==> config.mk <==
export PLATFORM = sky130hd
export DESIGN_NAME = fifo_uart_tx
export DESIGN_NICKNAME = d
export VERILOG_FILES = /design/src/rtl/fifo_uart_tx.sv
export SDC_FILE = /design/constraint.sdc
export NUM_CORES = 1
export LEC_CHECK = 0
export ABC_AREA = 1
export BUFFER_PORTS_ARGS = -buffer_cell sky130_fd_sc_hd__buf_2
export CORE_ASPECT_RATIO = 0.8
export CORE_MARGIN = 3
export CORE_UTILIZATION = 39
export DETAILED_ROUTE_END_ITERATION = 16
export MAX_ROUTING_LAYER = met4
export PLACE_DENSITY = 0.57
export SETUP_SLACK_MARGIN = 0.5
export SLEW_MARGIN = 20
export SYNTH_ARGS = -nofsm -noshare
export SYNTH_HDL_FRONTEND = slang
export SYNTH_SLANG_ARGS = --single-unit
export TNS_END_PERCENT = 100
==> constraint.sdc <==
create_clock -name clk -period 1.63 [get_ports clk]
set_input_delay 0.163 -clock clk [delete_from_list [all_inputs] [get_ports clk]]
set_output_delay 0.163 -clock clk [all_outputs]
set_load 0.03 [all_outputs]
==> src/rtl/fifo_uart_tx.sv <==
// -----------------------------------------------------------------------------
// fifo_uart_tx
// Transmit stage that drains a byte FIFO with a registered read port. While
// the FIFO reports not-empty it pops one byte, sends it as an 8N1 / 8N2
// asynchronous frame (start bit, 8 data bits LSB first, stop bit(s)), and
// repeats until the FIFO runs dry.
//
// Handshake with the FIFO: rd is a registered one-cycle pop request raised
// only from IDLE after empty=0 was sampled; the FIFO samples rd on the next
// edge and presents the byte on r_data one cycle later, where LOAD captures
// it. empty is only looked at in IDLE.
//
// Ports
//   clk          in   system clock, rising edge
//   reset        in   asynchronous reset, active low
//   empty        in   FIFO empty flag
//   r_data[7:0]  in   FIFO read data (registered inside the FIFO)
//   rd           out  FIFO pop request, single-cycle pulse
//   tx           out  serial line, idle high, driven straight from a flop
//   busy         out  high whenever the FSM is not in IDLE
//   tx_done      out  one-cycle pulse after the last stop bit completes
//   dbg_state_o  out  current FSM state, for observation only
// -----------------------------------------------------------------------------
module fifo_uart_tx #(
   parameter int CLKS_PER_BIT = 16,
   parameter int STOP_BITS    = 1
) (
   input  logic       clk,
   input  logic       reset,
   input  logic       empty,
   input  logic [7:0] r_data,
   output logic       rd,
   output logic       tx,
   output logic       busy,
   output logic       tx_done,
   output logic [2:0] dbg_state_o
);

   // One counter serves both the per-bit timing and the (possibly longer)
   // stop period, so it is sized for the longest of the two.
   localparam int CNT_MAX = CLKS_PER_BIT * STOP_BITS;
   localparam int CNT_W   = $clog2(CNT_MAX);

   localparam logic [CNT_W-1:0] BIT_LAST  = CNT_W'(CLKS_PER_BIT - 1);
   localparam logic [CNT_W-1:0] STOP_LAST = CNT_W'(CNT_MAX - 1);

   localparam logic [2:0] S_IDLE  = 3'd0;
   localparam logic [2:0] S_POP   = 3'd1;
   localparam logic [2:0] S_LOAD  = 3'd2;
   localparam logic [2:0] S_START = 3'd3;
   localparam logic [2:0] S_DATA  = 3'd4;
   localparam logic [2:0] S_STOP  = 3'd5;

   logic [2:0]       state_q, state_d;
   logic [7:0]       shift_q, shift_d;
   logic [2:0]       bit_idx_q, bit_idx_d;
   logic [CNT_W-1:0] cnt_q, cnt_d;
   logic             tx_q, tx_d;
   logic             rd_q, rd_d;
   logic             done_q, done_d;

   always_comb begin
      state_d   = state_q;
      shift_d   = shift_q;
      bit_idx_d = bit_idx_q;
      cnt_d     = cnt_q;
      tx_d      = tx_q;
      rd_d      = 1'b0;
      done_d    = 1'b0;

      case (state_q)
         S_IDLE: begin
            tx_d = 1'b1;
            if (!empty) begin
               rd_d    = 1'b1;
               state_d = S_POP;
            end
         end

         // The FIFO consumes rd at this edge; its data shows up next cycle.
         S_POP: begin
            state_d = S_LOAD;
         end

         S_LOAD: begin
            shift_d = r_data;
            tx_d    = 1'b0;
            cnt_d   = '0;
            state_d = S_START;
         end

         S_START: begin
            if (cnt_q == BIT_LAST) begin
               cnt_d     = '0;
               tx_d      = shift_q[0];
               bit_idx_d = 3'd0;
               state_d   = S_DATA;
            end else begin
               cnt_d = cnt_q + CNT_W'(1);
            end
         end

         S_DATA: begin
            if (cnt_q == BIT_LAST) begin
               cnt_d = '0;
               if (bit_idx_q == 3'd7) begin
                  tx_d    = 1'b1;
                  state_d = S_STOP;
               end else begin
                  // tx takes the bit that becomes shift[0] after the shift.
                  shift_d   = {1'b0, shift_q[7:1]};
                  tx_d      = shift_q[1];
                  bit_idx_d = bit_idx_q + 3'd1;
               end
            end else begin
               cnt_d = cnt_q + CNT_W'(1);
            end
         end

         S_STOP: begin
            if (cnt_q == STOP_LAST) begin
               cnt_d   = '0;
               done_d  = 1'b1;
               state_d = S_IDLE;
            end else begin
               cnt_d = cnt_q + CNT_W'(1);
            end
         end

         default: begin
            tx_d    = 1'b1;
            state_d = S_IDLE;
         end
      endcase
   end

   always_ff @(posedge clk or negedge reset) begin
      if (!reset) begin
         state_q   <= S_IDLE;
         shift_q   <= 8'h00;
         bit_idx_q <= 3'd0;
         cnt_q     <= '0;
         tx_q      <= 1'b1;
         rd_q      <= 1'b0;
         done_q    <= 1'b0;
      end else begin
         state_q   <= state_d;
         shift_q   <= shift_d;
         bit_idx_q <= bit_idx_d;
         cnt_q     <= cnt_d;
         tx_q      <= tx_d;
         rd_q      <= rd_d;
         done_q    <= done_d;
      end
   end

   assign rd          = rd_q;
   assign tx          = tx_q;
   assign tx_done     = done_q;
   assign busy        = (state_q != S_IDLE);
   assign dbg_state_o = state_q;

endmodule
==> impl_metrics.tcl <==
set metrics [dict create \
    seq_power_share_pct 28.9 \
    crit_fanout 8 \
    drt-initial-drc-count 69 \
    intPower_mw 1.71 \
    drc 0 \
    grt_max_degree 22 \
    numCtsBuffers 3 \
    finClkSkew_ps 15.6 \
    grt_overflow 0 \
    antenna_found_initial 0 \
    ys_top_cells_by_area "dfrtp_1 (43%), nand2_1 (22%), nand3_1 (12%), ha_1 (3.3%), nand3_2 (2.6%)" \
    grt_pass1_vias 996 \
    drive_gt1_share_pct 37.5 \
    yosys-top-cells-count "nand2_1 (68), nand3_1 (27), dfrtp_1 (20)" \
    yosysTopAreaCell "dfrtp_1" \
    setup.worst_path.class "flop to flop" \
    rsz0062_at_grt "yes" \
    cap_violations 0 \
    final_antenna_net_count 0 \
    root_buffer "clkbuf_8" \
    ios 18 \
    wl_um 2860 \
    cts_max_level 1 \
    synth_fp_nets 168 \
    yosys.area.top_type_share_pct 43.3 \
    swShare_pct 46.1 \
    row_count 16 \
    outcome "finished, final reports clean" \
    max-vdd-ir-drop_uv 922 \
    fillers 227 \
    critPathMaxStageDelay_ps 390 \
    synthToLayoutAreaGrowth_pct 44.6 \
    pwr-share-clk_pct 11.0 \
    layout.nets 207 \
    netlist_area_um2 1150 \
    finalCriticalPeriod_ps 1350 \
    cp_slowest_cell "dfrtp_1" \
    die_x_um 66.8 \
    hp-class "input pin to flop" \
    ys_seq_area_share_pct 45.6 \
    synth_edf_count 0 \
    p_leak_nw 0.874 \
    cp.arrival_ps 1510 \
    clock_latency_ps 270 \
    synth_flop_cell "dfrtp_1" \
    grtUsageTotal_pct 18.8 \
    yosysWarnings 0 \
    initial_core_util_pct 44.0 \
    n_antenna_cell 0 \
    setup_tns_ps 0 \
    setup_violations 0 \
    hpwl_um 1900 \
    portBuffers 17 \
    netlist_instances 154 \
    min_period_over_period_pct 83.1 \
    tightest_slew_ps 479 \
    switchingPower_mw 1.46 \
    cp.required_ps 1780 \
    fmax_ghz 0.738 \
    async_flop_share_pct 100 \
    syn_avg_cell_area_um2 7.50 \
    cp-start-kind "flop" \
    pwr_density_cell_nw_per_um2 1900 \
    p_comb_share_pct 60.1 \
    fp.coreArea_um2 2620 \
    hold_violations 0 \
    cts_tree "built" \
    endpoint_kind "flop" \
    grt_pass1_wl_um 4860 \
    gp_congestion 0.833 \
    ctsLongestPathBuffers 2 \
    setup_slack_ps 276 \
    viasPerCell 4.96 \
    cts.clk_slew.worst_paths_ps 90 \
    drv_slew 0 \
    path_cells "ha_2 > ha_4 > inv_4 > nand3_4 > nand2_8 > nand2_8 > nand2_2 > nand2_2" \
    synth_cell_types 24 \
    vias 1131 \
    dieArea_um2 3650 \
    yosysMostFrequentCell "nand2_1" \
    die_y_um 54.7 \
    first_pass_iters 6 \
    synth-seq-cells 21 \
    numClockSinks 21 \
    post_drt_wl_per_cell_um 12.6 \
    pre_cts_ws_ps 181 \
    slew_headroom_pct 68.1 \
]
## per-layer routing
metal / vias up / GRT usage, % / part of all wire [%]
met4: 0 / 4.05 / 0.87
met1: 519 / 26.5 / 52
met2: 27 / 27.5 / 42
met3: 4 / 4.31 / 4.4
met5: - / - / 0
li1: 581 / - / -
## repair_timing
action,in CTS,in global routing
gates resized for setup,25,17
pin swaps,6,7
setup endpoints to repair,25,25
endpoints found under the hold margin,20,0
hold buffers,1,0
setup buffers,11,7
## kinds of logic after synthesis
logic type	Yosys count	synth area share, %
fa+ha+maj	3	3.25
flops	21	45.6
compound gates	3	1.41
simple gates	114	45.0
buf+inv	13	4.77
## worst max-delay path, delay by kind of cell (launching register included)
family | cells | cell delay [ps]
and+or+nand+nor | 5 | 430
DFF | 1 | 390
adders and majority gates | 2 | 360
buffers and inverters | 1 | 60
## registers in the layout (all words and copies together), names as in the netlist
register and flops:
bit_idx_q 3, cnt_q 4, dbg_state_o 3, rd 1, shift_q 8, tx 1
tx_done 1
## layout by cell type, fill, tap and decap left out, types with 2 or more instances in the layout
| cell | n |
|---|---|
| buf_2 | 12 |
| buf_4 | 15 |
| buf_6 | 10 |
| clkbuf_8 | 3 |
| dfrtp_1 | 17 |
| dfrtp_2 | 3 |
| ha_2 | 2 |
| inv_1 | 4 |
| inv_2 | 2 |
| inv_4 | 2 |
| nand2_1 | 61 |
| nand2_2 | 5 |
| nand2_4 | 2 |
| nand2_8 | 2 |
| nand3_1 | 24 |
| nand3_4 | 5 |
| nand4_1 | 4 |
| nor2_1 | 4 |
| nor2_4 | 2 |
## power by group through the flow
stage                     Combinational (mW)  Sequential, mW  Clock [mW]
final                                   1.91           0.916       0.350
after global routing                    2.11           0.937       0.379
after CTS                               1.66           0.897       0.361
after detailed placement                1.25           0.959           0
after global placement                  1.24           0.956           0
after floorplan                        0.917           0.995           0
## final timing paths
path	end	start	slack (ps)	depth (start not counted)
worst min register to register	tx	tx	480	2
max in group asynchronous	dbg_state_o[2]	reset	900	2
min in group asynchronous	cnt_q[2]	reset	380	2
worst max register to register	shift_q[6]	bit_idx_q[1]	280	8
worst min-delay path	rd	empty	50	2
worst max-delay path	shift_q[6]	bit_idx_q[1]	280	8
## per-stage QoR
stage          power [mW]  std cells  hold WS [ps]  utilization, %  instance area, um^2
2_1_floorplan        1.91        154          -133               -                 1200
3_3_place_gp         2.19        205           145            50.0                 1310
3_5_place_dp         2.21        205           151            50.0                 1310
4_1_cts              2.92        221          50.1            59.1                 1550
5_1_grt              3.42        228          58.5            63.7                 1670
6_report             3.18        228          53.7            63.7                 1670
## area by class of cell
class | count | area, um^2 | area share [%]
Multi-Input combinational cell | 120 | 709 | 42.5
Sequential cell | 21 | 531 | 31.8
Timing Repair Buffer | 38 | 295 | 17.7
Tap cell | 36 | 45.0 | 2.70
Inverter | 9 | 43.8 | 2.62
Clock buffer | 3 | 41.3 | 2.47
Clock inverter | 1 | 5.00 | 0.300
Power figures use the tool's default switching activity.
